<file path="config.mk">
export PLATFORM = sky130hd
export DESIGN_NAME = id_ex_stage
export DESIGN_NICKNAME = d
export VERILOG_FILES = /design/src/rtl/pr5_pkg.sv /design/src/rtl/id_ex_stage_alu_op_decode.sv /design/src/rtl/id_ex_stage.sv
export SDC_FILE = /design/constraint.sdc
export NUM_CORES = 1
export LEC_CHECK = 0
export ABC_AREA = 1
export CORE_UTILIZATION = 35
export DETAILED_ROUTE_END_ITERATION = 8
export GPL_ROUTABILITY_DRIVEN = 0
export MAX_ROUTING_LAYER = met4
export PLACE_DENSITY = 0.77
export SLEW_MARGIN = 15
export SYNTH_ARGS = -nofsm -noshare
export SYNTH_HDL_FRONTEND = slang
export SYNTH_SLANG_ARGS = --single-unit
export TNS_END_PERCENT = 20
</file>
<file path="constraint.sdc">
create_clock -name clk -period 1.2 [get_ports clk]
set_input_delay 0.12 -clock clk [delete_from_list [all_inputs] [get_ports clk]]
set_output_delay 0.12 -clock clk [all_outputs]
set_load 0.01 [all_outputs]
</file>
<file path="src/rtl/pr5_pkg.sv">
// Shared constants for the decode-to-execute stage: ALU operation codes,
// decoder ALU classes, funct3 values and the pipeline register state type.
package pr5_pkg;

  localparam logic [3:0] ALU_AND = 4'b0000;
  localparam logic [3:0] ALU_OR  = 4'b0001;
  localparam logic [3:0] ALU_ADD = 4'b0010;
  localparam logic [3:0] ALU_SUB = 4'b0110;
  localparam logic [3:0] ALU_SLT = 4'b0111;
  localparam logic [3:0] ALU_SLL = 4'b1000;
  localparam logic [3:0] ALU_SRL = 4'b1001;
  localparam logic [3:0] ALU_XOR = 4'b1010;
  localparam logic [3:0] ALU_NOR = 4'b1100;

  localparam logic [1:0] CLASS_ADD  = 2'b00;
  localparam logic [1:0] CLASS_SUB  = 2'b01;
  localparam logic [1:0] CLASS_RTYP = 2'b10;
  localparam logic [1:0] CLASS_ITYP = 2'b11;

  localparam logic [2:0] F3_ADD_SUB = 3'b000;
  localparam logic [2:0] F3_SLL     = 3'b001;
  localparam logic [2:0] F3_SLT     = 3'b010;
  localparam logic [2:0] F3_SLTU    = 3'b011;
  localparam logic [2:0] F3_XOR     = 3'b100;
  localparam logic [2:0] F3_SR      = 3'b101;
  localparam logic [2:0] F3_OR      = 3'b110;
  localparam logic [2:0] F3_AND     = 3'b111;

  typedef enum logic {
    EMPTY = 1'b0,
    FULL  = 1'b1
  } stage_state_t;

endpackage

</file>
<file path="src/rtl/id_ex_stage_alu_op_decode.sv">
// Combinational translation of decoder ALU class plus funct3/funct7 bit 30
// into the 4-bit ALU operation code and an illegal-instruction flag.
module alu_op_decode
  import pr5_pkg::*;
(
  input  logic [1:0] alu_class,
  input  logic [2:0] funct3,
  input  logic       funct7_5,
  output logic [3:0] alu_op,
  output logic       illegal
);

  always_comb begin
    alu_op  = ALU_ADD;
    illegal = 1'b0;
    case (alu_class)
      CLASS_ADD: alu_op = ALU_ADD;
      CLASS_SUB: alu_op = ALU_SUB;
      default: begin
        case (funct3)
          // bit 30 only selects SUB for register-register; for ADDI it is immediate data
          F3_ADD_SUB: alu_op = (alu_class == CLASS_RTYP && funct7_5) ? ALU_SUB : ALU_ADD;
          F3_SLL:     alu_op = ALU_SLL;
          F3_SLT:     alu_op = ALU_SLT;
          F3_SLTU:    alu_op = ALU_SLT;
          F3_XOR:     alu_op = ALU_XOR;
          F3_SR: begin
            if (funct7_5) begin
              alu_op  = ALU_ADD;
              illegal = 1'b1;
            end else begin
              alu_op = ALU_SRL;
            end
          end
          F3_OR:      alu_op = ALU_OR;
          F3_AND:     alu_op = ALU_AND;
          default:    alu_op = ALU_ADD;
        endcase
      end
    endcase
  end

endmodule

</file>
<file path="src/rtl/id_ex_stage.sv">
// Decode-to-execute pipeline stage: operand selection with writeback
// forwarding, ALU op decode, and a one-entry valid/ready pipeline register.
module id_ex_stage
  import pr5_pkg::*;
#(
  parameter int XLEN = 32
) (
  input  logic            clk,
  input  logic            reset,
  input  logic            flush,
  input  logic            in_valid,
  output logic            in_ready,
  input  logic [4:0]      rs1_addr,
  input  logic [4:0]      rs2_addr,
  input  logic [XLEN-1:0] rs1_data,
  input  logic [XLEN-1:0] rs2_data,
  input  logic [XLEN-1:0] pc,
  input  logic [XLEN-1:0] imm,
  input  logic [1:0]      alu_class,
  input  logic [2:0]      funct3,
  input  logic            funct7_5,
  input  logic            src_a_pc,
  input  logic            src_b_imm,
  input  logic [4:0]      rd,
  input  logic            reg_write,
  input  logic            fwd_valid,
  input  logic [4:0]      fwd_rd,
  input  logic [XLEN-1:0] fwd_data,
  output logic            out_valid,
  input  logic            out_ready,
  output logic [3:0]      alu_operation,
  output logic [XLEN-1:0] alu_x,
  output logic [XLEN-1:0] alu_y,
  output logic [4:0]      out_rd,
  output logic            out_reg_write,
  output logic            out_illegal
);

  stage_state_t state, state_next;

  logic [3:0]      dec_op;
  logic            dec_illegal;
  logic [XLEN-1:0] rs1_val, rs2_val, x_sel, y_sel, y_final;
  logic            accept;

  alu_op_decode u_decode (
    .alu_class (alu_class),
    .funct3    (funct3),
    .funct7_5  (funct7_5),
    .alu_op    (dec_op),
    .illegal   (dec_illegal)
  );

  // x0 reads as zero and is never a forwarding target
  always_comb begin
    rs1_val = rs1_data;
    rs2_val = rs2_data;
    if (rs1_addr == 5'd0)
      rs1_val = '0;
    else if (fwd_valid && fwd_rd == rs1_addr)
      rs1_val = fwd_data;
    if (rs2_addr == 5'd0)
      rs2_val = '0;
    else if (fwd_valid && fwd_rd == rs2_addr)
      rs2_val = fwd_data;
  end

  always_comb begin
    x_sel   = src_a_pc ? pc : rs1_val;
    y_sel   = src_b_imm ? imm : rs2_val;
    y_final = y_sel;
    if (dec_op == ALU_SLL || dec_op == ALU_SRL)
      y_final = {{(XLEN-5){1'b0}}, y_sel[4:0]};
  end

  assign out_valid = (state == FULL);
  assign in_ready  = !out_valid || out_ready;
  assign accept    = in_valid && in_ready && !flush;

  always_ff @(posedge clk) begin
    if (reset)
      state <= EMPTY;
    else
      state <= state_next;
  end

  always_comb begin
    state_next = state;
    if (flush)
      state_next = EMPTY;
    else if (accept)
      state_next = FULL;
    else if (out_ready)
      state_next = EMPTY;
  end

  always_ff @(posedge clk) begin
    if (reset) begin
      alu_operation <= ALU_AND;
      alu_x         <= '0;
      alu_y         <= '0;
      out_rd        <= '0;
      out_reg_write <= 1'b0;
      out_illegal   <= 1'b0;
    end else if (accept) begin
      alu_operation <= dec_op;
      alu_x         <= x_sel;
      alu_y         <= y_final;
      out_rd        <= rd;
      out_reg_write <= reg_write && !dec_illegal;
      out_illegal   <= dec_illegal;
    end
  end

endmodule

</file>
Yosys cells after proc, flatten, opt, wreduce, memory -nomap -nowiden
Index checks and enable logic that the tools add are counted.

cells by class
  $add $sub $neg = 0
  $mul = 0
  divide/modulo/power cells = 0
  order comparisons = 0
  eq/ne operators = 13
  shifts and indexed selects = 0
  multiplexer cells = 16
  bitwise gates (word level) = 0
  reduce and logical (&&, ||, !) cells = 19

operators by type and width
  cell                  number
  $mux W32              7
  $pmux W4 S7           1
  $eq A3 B3 Y1 const B  4
  $eq A5 B5 Y1          2
  $logic_not A5 Y1      2
  $eq A4 B4 Y1 const B  2
  $pmux W4 S2           1
  $eq A3 B2 Y1 const B  2
  $logic_and A1 B1 Y1   6
  $reduce_or A2 Y1      3
  $mux W1               5
  $mux W4               1
  $eq A3 B1 Y1 const B  1
  $logic_not A1 Y1      3
  $logic_not A3 Y1      1
  $mux W3               1
  $eq A2 B1 Y1 const B  1
  $eq A2 B2 Y1 const B  1
  $logic_not A2 Y1      1
  $logic_or A1 B1 Y1    2
  $reduce_bool A2 Y1    1

word-level totals
  bits in registers = 76
  latch bits = 0
  memory bits (writable) = 0
  ROM bits = 0
  input bits = 195
  output and inout bits = 77
  word-level logic and storage cells = 55
  memories kept = 0

Depth between registers and ports, before layout
Gate-level depths: netlist of the first run.

  depth after elaboration = 8
  mapped depth = 11
  depth with buffers taken out = 10

Modules after synthesis
From an unflattened synthesis of the first run, not the netlist that was laid out.

second synthesis, totals
  cell total of the unflattened synthesis = 736
  area, all modules = 4793.3 sq um

modules (own cells, without submodules)
  module         times used  cells an instance  area each (sq um)  seq. area each (sq um)
  id_ex_stage    1           717                4703.3             1521.5
  alu_op_decode  1           19                 90.1               0.0

Worst setup path before layout of the first run
No wires, ideal clock.

  path kind = flip-flop to flip-flop
  start point = reg state (netlist: out_valid)
  end point = reg alu_y[10]
  library setup time = 66 ps
  data arrival time = 1236 ps
  required time = 1134 ps
  setup slack = -102 ps
  stages on the path, launching flop included = 9
  buffers on the path = 1
  clock period less this slack = 1302 ps
  cells stage by stage = dfxtp_1 > inv_1 > nor2_1 > nor3_4 > inv_2 > nor2_8 > buf_6 > nand2_1 > a21oi_2

on the way
  word-level cells in the longest chain between the ends = 4

ends and longest elaborated chain
  item                               line                source
  start, declared                    id_ex_stage.sv:39   stage_state_t state, state_next;
  start signal, assigned             id_ex_stage.sv:84   state <= state_next;
  $logic_not A1 Y1                   id_ex_stage.sv:77   assign in_ready = !out_valid || out_ready;
  $logic_or A1 B1 Y1                 id_ex_stage.sv:77
  $logic_and A1 B1 Y1 (2 in series)  id_ex_stage.sv:78   assign accept = in_valid && in_ready && !flush;
  end signal, assigned               id_ex_stage.sv:108  alu_y <= y_final;
  end, declared                      id_ex_stage.sv:33   output logic [XLEN-1:0] alu_y,

No other way between the ends.
A chain may end at the register's enable or synchronous reset.

Final worst setup path of the first run
  start point = reg state (netlist: out_valid)
  end point = reg alu_y[13]

The elaborated chain is that of the path after synthesis.

==> results of run 1 <==
## registers in the layout (all words and copies together), names as in the netlist
signal	flops
out_valid	1
out_illegal	1
alu_x	32
out_reg_write	1
alu_y	32
out_rd	5
alu_operation	4
## cells in the final DEF (no fill, tap or decap), types with 2 or more instances in the layout
master,netlist,layout
clkinvlp_4,0,2
clkinv_2,1,2
nor2_4,4,8
dlymetal6s2s_1,0,16
nor2_1,20,16
clkdlybuf4s50_1,0,172
buf_6,7,11
inv_2,7,10
a21oi_2,21,48
nor2_2,2,4
dfxtp_1,76,75
buf_12,0,15
buf_4,2,25
clkbuf_16,0,18
nand2_2,7,18
inv_1,111,107
o21ai_0,48,44
clkbuf_2,1,2
a21oi_1,92,64
o211ai_1,32,32
dlygate4sd2_1,0,80
o21ai_1,7,10
nand2_1,189,177
nand3_1,58,45
a31o_2,2,2
nand3_2,1,14
## synth_stat cells, drive strengths merged (2+ instances only)
master       number
nand2           196
inv             118
nor2             27
buf              22
dfxtp            76
o21ai            55
dlygate4sd1       3
o211ai           32
a31o              2
nor3              2
a21oi           113
nand3            60
clkbuf           22
## worst paths after layout
kind,to,slack [ns],cells after the start
max,alu_y[13]$_SDFFE_PP0P_,-0.14,9
max reg2reg,alu_y[13]$_SDFFE_PP0P_,-0.14,9
min,alu_y[11]$_SDFFE_PP0P_,0.20,3
min reg2reg,alu_y[10]$_SDFFE_PP0P_,0.46,2
## worst min-delay path, cell delays in order
cell and delay [ns]:
buf_2 0.11, buf_12 0.23, a21oi_2 0.04
## metal layers
metal  vias up  part of all wire (%)  global-route usage [%]
met4         0                   3.6                    11.2
met2       314                    47                    45.7
li1       2987                     -                       -
met1      2811                    41                    33.4
met5         -                     0                       -
met3        50                   8.0                    6.32
## kinds of logic after synthesis
family	count (synthesis)	share of synthesized area, %
DFF	76	31.8
xor gates and xnor gates	1	0.183
and+or+nand+nor	286	26.1
AOI/OAI and AO/OA	206	25.3
buffers and inverters	166	16.6
## final cells by class
| class | count | area [µm²] | area share [%] |
|---|---|---|---|
| Tap cell | 176 | 220 | 2.52 |
| Multi-Input combinational cell | 495 | 2730 | 31.2 |
| Timing Repair inverter | 1 | 6.26 | 0.0715 |
| Timing Repair Buffer | 333 | 3520 | 40.2 |
| Antenna cell | 1 | 2.50 | 0.0286 |
| Inverter | 119 | 455 | 5.20 |
| Clock buffer | 11 | 243 | 2.77 |
| Sequential cell | 76 | 1520 | 17.4 |
| Clock inverter | 5 | 58.8 | 0.672 |
## repair_timing
item                                    in CTS  in global routing
hold endpoints to repair                     0                  0
pin swaps                                   11                 24
cloned                                       2                 14
endpoints found under the setup margin     151                 76
resized for setup                          105                 84
setup buffers                                6                  2
hold buffers                                 0                  0
## through the flow
stage	cells	utilization [%]	hold WS (ns)	worst slack (ns)	power (mW)
after floorplan	735	-	0.191	-0.0823	3.68
after global placement	1176	59.0	0.454	-0.579	4.94
after detailed placement	1176	59.0	0.460	-0.596	4.96
after CTS	1200	61.9	0.193	-0.198	7.74
after global routing	1217	65.8	0.199	-0.193	8.20
final	1217	65.8	0.202	-0.138	7.86
## power by group
| part | switching [mW] | total, mW | internal (mW) |
|---|---|---|---|
| clock network | 1.16 | 2.83 | 1.67 |
| logic | 1.07 | 2.28 | 1.21 |
| registers | 0.0763 | 2.75 | 2.68 |
| total | 2.31 | 7.86 | 5.56 |
==> metrics.yaml, run 1 <==
status: "finished, violations left"
violations: "setup timing"
htreeDepth: 3
drv_cap: 0
nFillCells: 1148
async_reset_ff_share_pct: 0
drive_gt1_share_pct: 18.7
ir_worst_vdd_mv: 0.737
wl_mm: 21.1
syn_avg_cell_area_um2: 6.51
critPathBufInv: 4
cts-root-buf: "clkbuf_16"
crit_fanout: 13
post_dp_cell_area_um2: 7840
synth_cell_types: 35
dr.pass1.iters: 5
dp_hpwl_mm: 14.3
detail-route-antenna-nets: 0
grt_pass1_vias: 5683
antenna_found_initial: 1
postSynthCellCount: 735
r2r-start: "out_valid$_SDFFE_PP0P_"
clk_latency_ns: 0.35
route.detailed.wl_per_inst_um: 17.4
die_x_um: 119
die-area_um2: 14200
synthTopCellsByArea: "dfxtp_1 (32%), nand2_1 (15%), a21oi_1 (9.6%)"
syn-cell-area_um2: 4790
rsz0062_at_grt: "true"
critPathMostFrequentCell: "nor2_4"
worstPathArrival_ns: 1.62
min_period_over_period_pct: 111
hold_violations: 0
setup_ws_ns: -0.138
final_nets: 1230
slew_viol_final: 0
yosys_register_bits: 76
yosysTopAreaCell: "dfxtp_1"
min_path_type: "primary input to flop"
clkTransAtPathRegs_ns: 0.06
drtIter0Drc: 417
port_buffers: 271
coreArea_um2: 13300
crit_path_end_kind: "flop"
vias: 6162
cp_slowest_cell: "dfxtp_2"
syn_to_final_growth_pct: 82.8
cpPeakStageDelay_ns: 0.32
synth.net_count: 930
synth_edf_count: 0
cp_cell_sequence: "inv_2, nor2_4, nor3_4, buf_6, inv_4, nor2_4, buf_12, nand2_1, a21oi_2"
tritoncts: "done"
fin_skew_ns: 0.00614
vias_per_cell: 5.06
cts_sinks: 76
synthFlopType: "dfxtp_1"
tns_ns: -6.89
fp-row-count: 42
io_pins: 272
power.density_nw_per_um2: 898
cp_data_required_time_ns: 1.48
numCtsBuffers: 9
cp_top_family: "buffers and inverters"
setup_viol: 75
p_leak_nw: 4.35
path_class: "flop to flop"
clock_path_buffers: 2
min_period_ns: 1.34
relSlewSlack_pct: 66.3
final_area_um2: 8750
grt_max_degree: 38
gr-total-overflow: 0
start_util_pct: 36.0
fmax_mhz: 748
ys.warnings.count: 0
worstMarginPinSlew_ns: 0.506
dieHeight_um: 119
yosysSeqAreaShare_pct: 31.8
grt_first_pass_wirelength_mm: 29.8
min-delay-start: "reset"
drc: 0
cp-startpoint: "out_valid$_SDFFE_PP0P_"
grtUsageTotal_pct: 28.0
startpoint_type: "flop"
synth_top_area_share_pct: 31.8
Power figures use the tool's default switching activity.
==> run 2, diff against run 1 <==
Settings changed: ABC_AREA 1 to not set, CORE_UTILIZATION 35 to 36.
==> run 2 against run 1 <==
Net effect: the flow still finishes with violations (setup timing); critical path type unchanged; fmax is 18% lower; sequential share of layout area decreased by 1.9 points; cell count down 7.1%; via count is 16% higher; die area up 4.0%; highest routed layer unchanged; hold slack better by 0.017 ns; clock power down 12%; sequential power about the same; global-route usage increased by 7.2 points; critical path depth fell by 2; critical endpoint is now alu_y[11]$_SDFFE_PP0P_.
==> metrics.yaml, run 2 <==
maxUsedRoutingLayer: "met4"
wl_met2_mm: 12.8
start_util_pct: 36.9
route.detailed.wl_per_inst_um: 23.6
htreeDepth: 3
yosysSeqAreaShare_pct: 29.7
dieHeight_um: 121
ir_worst_vdd_mv: 0.576
final_area_um2: 9860
synth_cell_types: 43
final_common_cell: "clkdlybuf4s50_1"
cp_slowest_cell: "a311oi_2"
synth_fa_ha_area_share_pct: 0
cp_top_family: "compound AO/OA/AOI/OAI gates"
synth_edf_count: 0
slew_viol_final: 0
detail-route-antenna-nets: 0
cp_data_required_time_ns: 1.42
synth.net_count: 843
clk_latency_ns: 0.34
crit_path_end_kind: "flop"
synth.most_common_cell: "dfxtp_1"
die_x_um: 121
p_leak_nw: 3.76
setup_viol: 76
worstMarginPinSlew_ns: 0.495
grt_max_degree: 41
grtUsageTotal_pct: 35.3
post_dp_cell_area_um2: 8610
violations: "setup timing"
startpoint_type: "flop"
drive_gt1_share_pct: 24.5
largest_registers: "alu_x: 32 flops, alu_y: 32 flops, out_rd: 5 flops"
routed-wl-met3_mm: 2.64
syn_avg_cell_area_um2: 7.91
fp-row-count: 43
m1WireLength_mm: 10.4
path_class: "flop to flop"
synth_xor_area_share_pct: 2.00
hold_buffers: 0
synthFlopType: "dfxtp_1"
synth_top_area_share_pct: 29.7
grt_first_pass_wirelength_mm: 38.6
cts-root-buf: "clkbuf_16"
synth_top_family_by_area: "compound AO/OA/AOI/OAI gates"
syn-cell-area_um2: 5120
gr-total-overflow: 0
yosysTopAreaCell: "dfxtp_1"
crit_fanout: 5
rsz0062_at_grt: "true"
port_buffers: 271
synth_common_cells: "dfxtp_1 (76), o21ai_0 (59), nand2_1 (51)"
clock_path_buffers: 2
syn_to_final_growth_pct: 92.4
finalHoldWorstSlack_ns: 0.219
dr.pass1.iters: 6
drv_cap: 0
worstPathArrival_ns: 1.85
vias_per_cell: 6.35
power.density_nw_per_um2: 841
yosys_register_bits: 76
final_cell_mix: "clkdlybuf4s50_1 (177), dlygate4sd2_1 (82), dfxtp_1 (75), o21ai_0 (50), nand2_1 (49)"
wl_mm: 26.7
critPathMostFrequentCell: "buf_6"
fmax_mhz: 614
numCtsBuffers: 9
synth_simple_gate_area_share_pct: 19.9
fin_util_pct: 71.0
grt_pass1_vias: 6894
setup_ws_ns: -0.429
async_reset_ff_share_pct: 0
coreArea_um2: 13900
relSlewSlack_pct: 67.0
antenna_found_initial: 0
final_nets: 1142
cp_cell_sequence: "nor2b_4, buf_6, buf_6, buf_16, nor3_4, a32oi_2, a311oi_2"
dp_hpwl_mm: 16.8
drc: 0
synthTopCellsByArea: "dfxtp_1 (30%), a41oi_1 (5.8%), o21ai_0 (5.8%)"
synth_compound_area_share_pct: 38.9
fin_skew_ns: 0.00541
critPathBufInv: 3
clkTransAtPathRegs_ns: 0.06
ys.warnings.count: 0
vias: 7177
min_period_ns: 1.63
p_total_mw: 8.29
hold_violations: 0
min_period_over_period_pct: 136
cpPeakStageDelay_ns: 0.36
cts_sinks: 76
status: "finished, violations left"
synth.mux.area_fraction_pct: 0.391
die-area_um2: 14700
io_pins: 272
postSynthCellCount: 648
antenna_cells: 0
min_path_type: "primary input to flop"
drtIter0Drc: 767
tritoncts: "done"
## run 2: cell count changes after synthesis, sizes merged, moves of 34 or more
cell    previous run  this run
a211oi             1        40
a21oi            113        11
a41oi              0        34
inv              118         3
nand2            196        54
o22ai              1        35
## run 2: cell families (layout without fill, tap and decap cells)
family          Yosys count  count (layout)
compound gates          275             275
xor+xnor                 10              10
simple gates            198             198
buf+inv                  87             389
flops                    76              76
mux                       2               2
## run 2: tightest hold or removal path: stages
cell and delay, ns:
dlygate4sd2_1 0.22, buf_4 0.13, nor3_1 0.05
## run 2: routing by layer
layer / track usage (%) / vias to the layer above
met1: 43.2 / 3392
li1: - / 3195
met2: 56.8 / 515
met3: 5.97 / 75
met5: - / -
met4: 15.3 / 0
## run 2: worst paths after layout
kind / start / to / slack, ns / cells past startpoint
min: flush / out_valid$_SDFFE_PP0P_ / 0.22 / 3
min reg2reg: out_reg_write$_SDFFE_PP0P_ / out_reg_write$_SDFFE_PP0P_ / 0.45 / 2
max reg2reg: out_valid$_SDFFE_PP0P_ / alu_y[11]$_SDFFE_PP0P_ / -0.43 / 7
max: out_valid$_SDFFE_PP0P_ / alu_y[11]$_SDFFE_PP0P_ / -0.43 / 7
## run 2: stage by stage
step	TNS (ns)	instances	setup slack (ns)
2_1_floorplan	-1.52	648	-0.0383
3_3_place_gp	-40.19	1092	-0.603
3_5_place_dp	-43.11	1092	-0.671
4_1_cts	-14.96	1129	-0.271
5_1_grt	-20.34	1130	-0.470
6_report	-17.05	1130	-0.429
## run 2: layout make-up
cell class	instances	area (µm²)
fillers	1067	4020
well taps	180	225
clock inverters	5	31.3
clock buffers	9	225
multi-input cells	485	3770
repair buffers	372	4070
flip-flops and latches	76	1520
inverters	3	13.8
## run 2: timing repair
item	CTS	global route
pin swaps	49	45
endpoints found under the setup margin	152	76
cloned	14	2
resized for setup	169	63
setup buffers	9	1
## run 2: where the power goes
part	internal, mW	switching, mW	leakage, nW
Sequential	2.67	0.104	0.623
Combinational	1.62	1.42	3.01
Clock	1.37	1.11	0.127
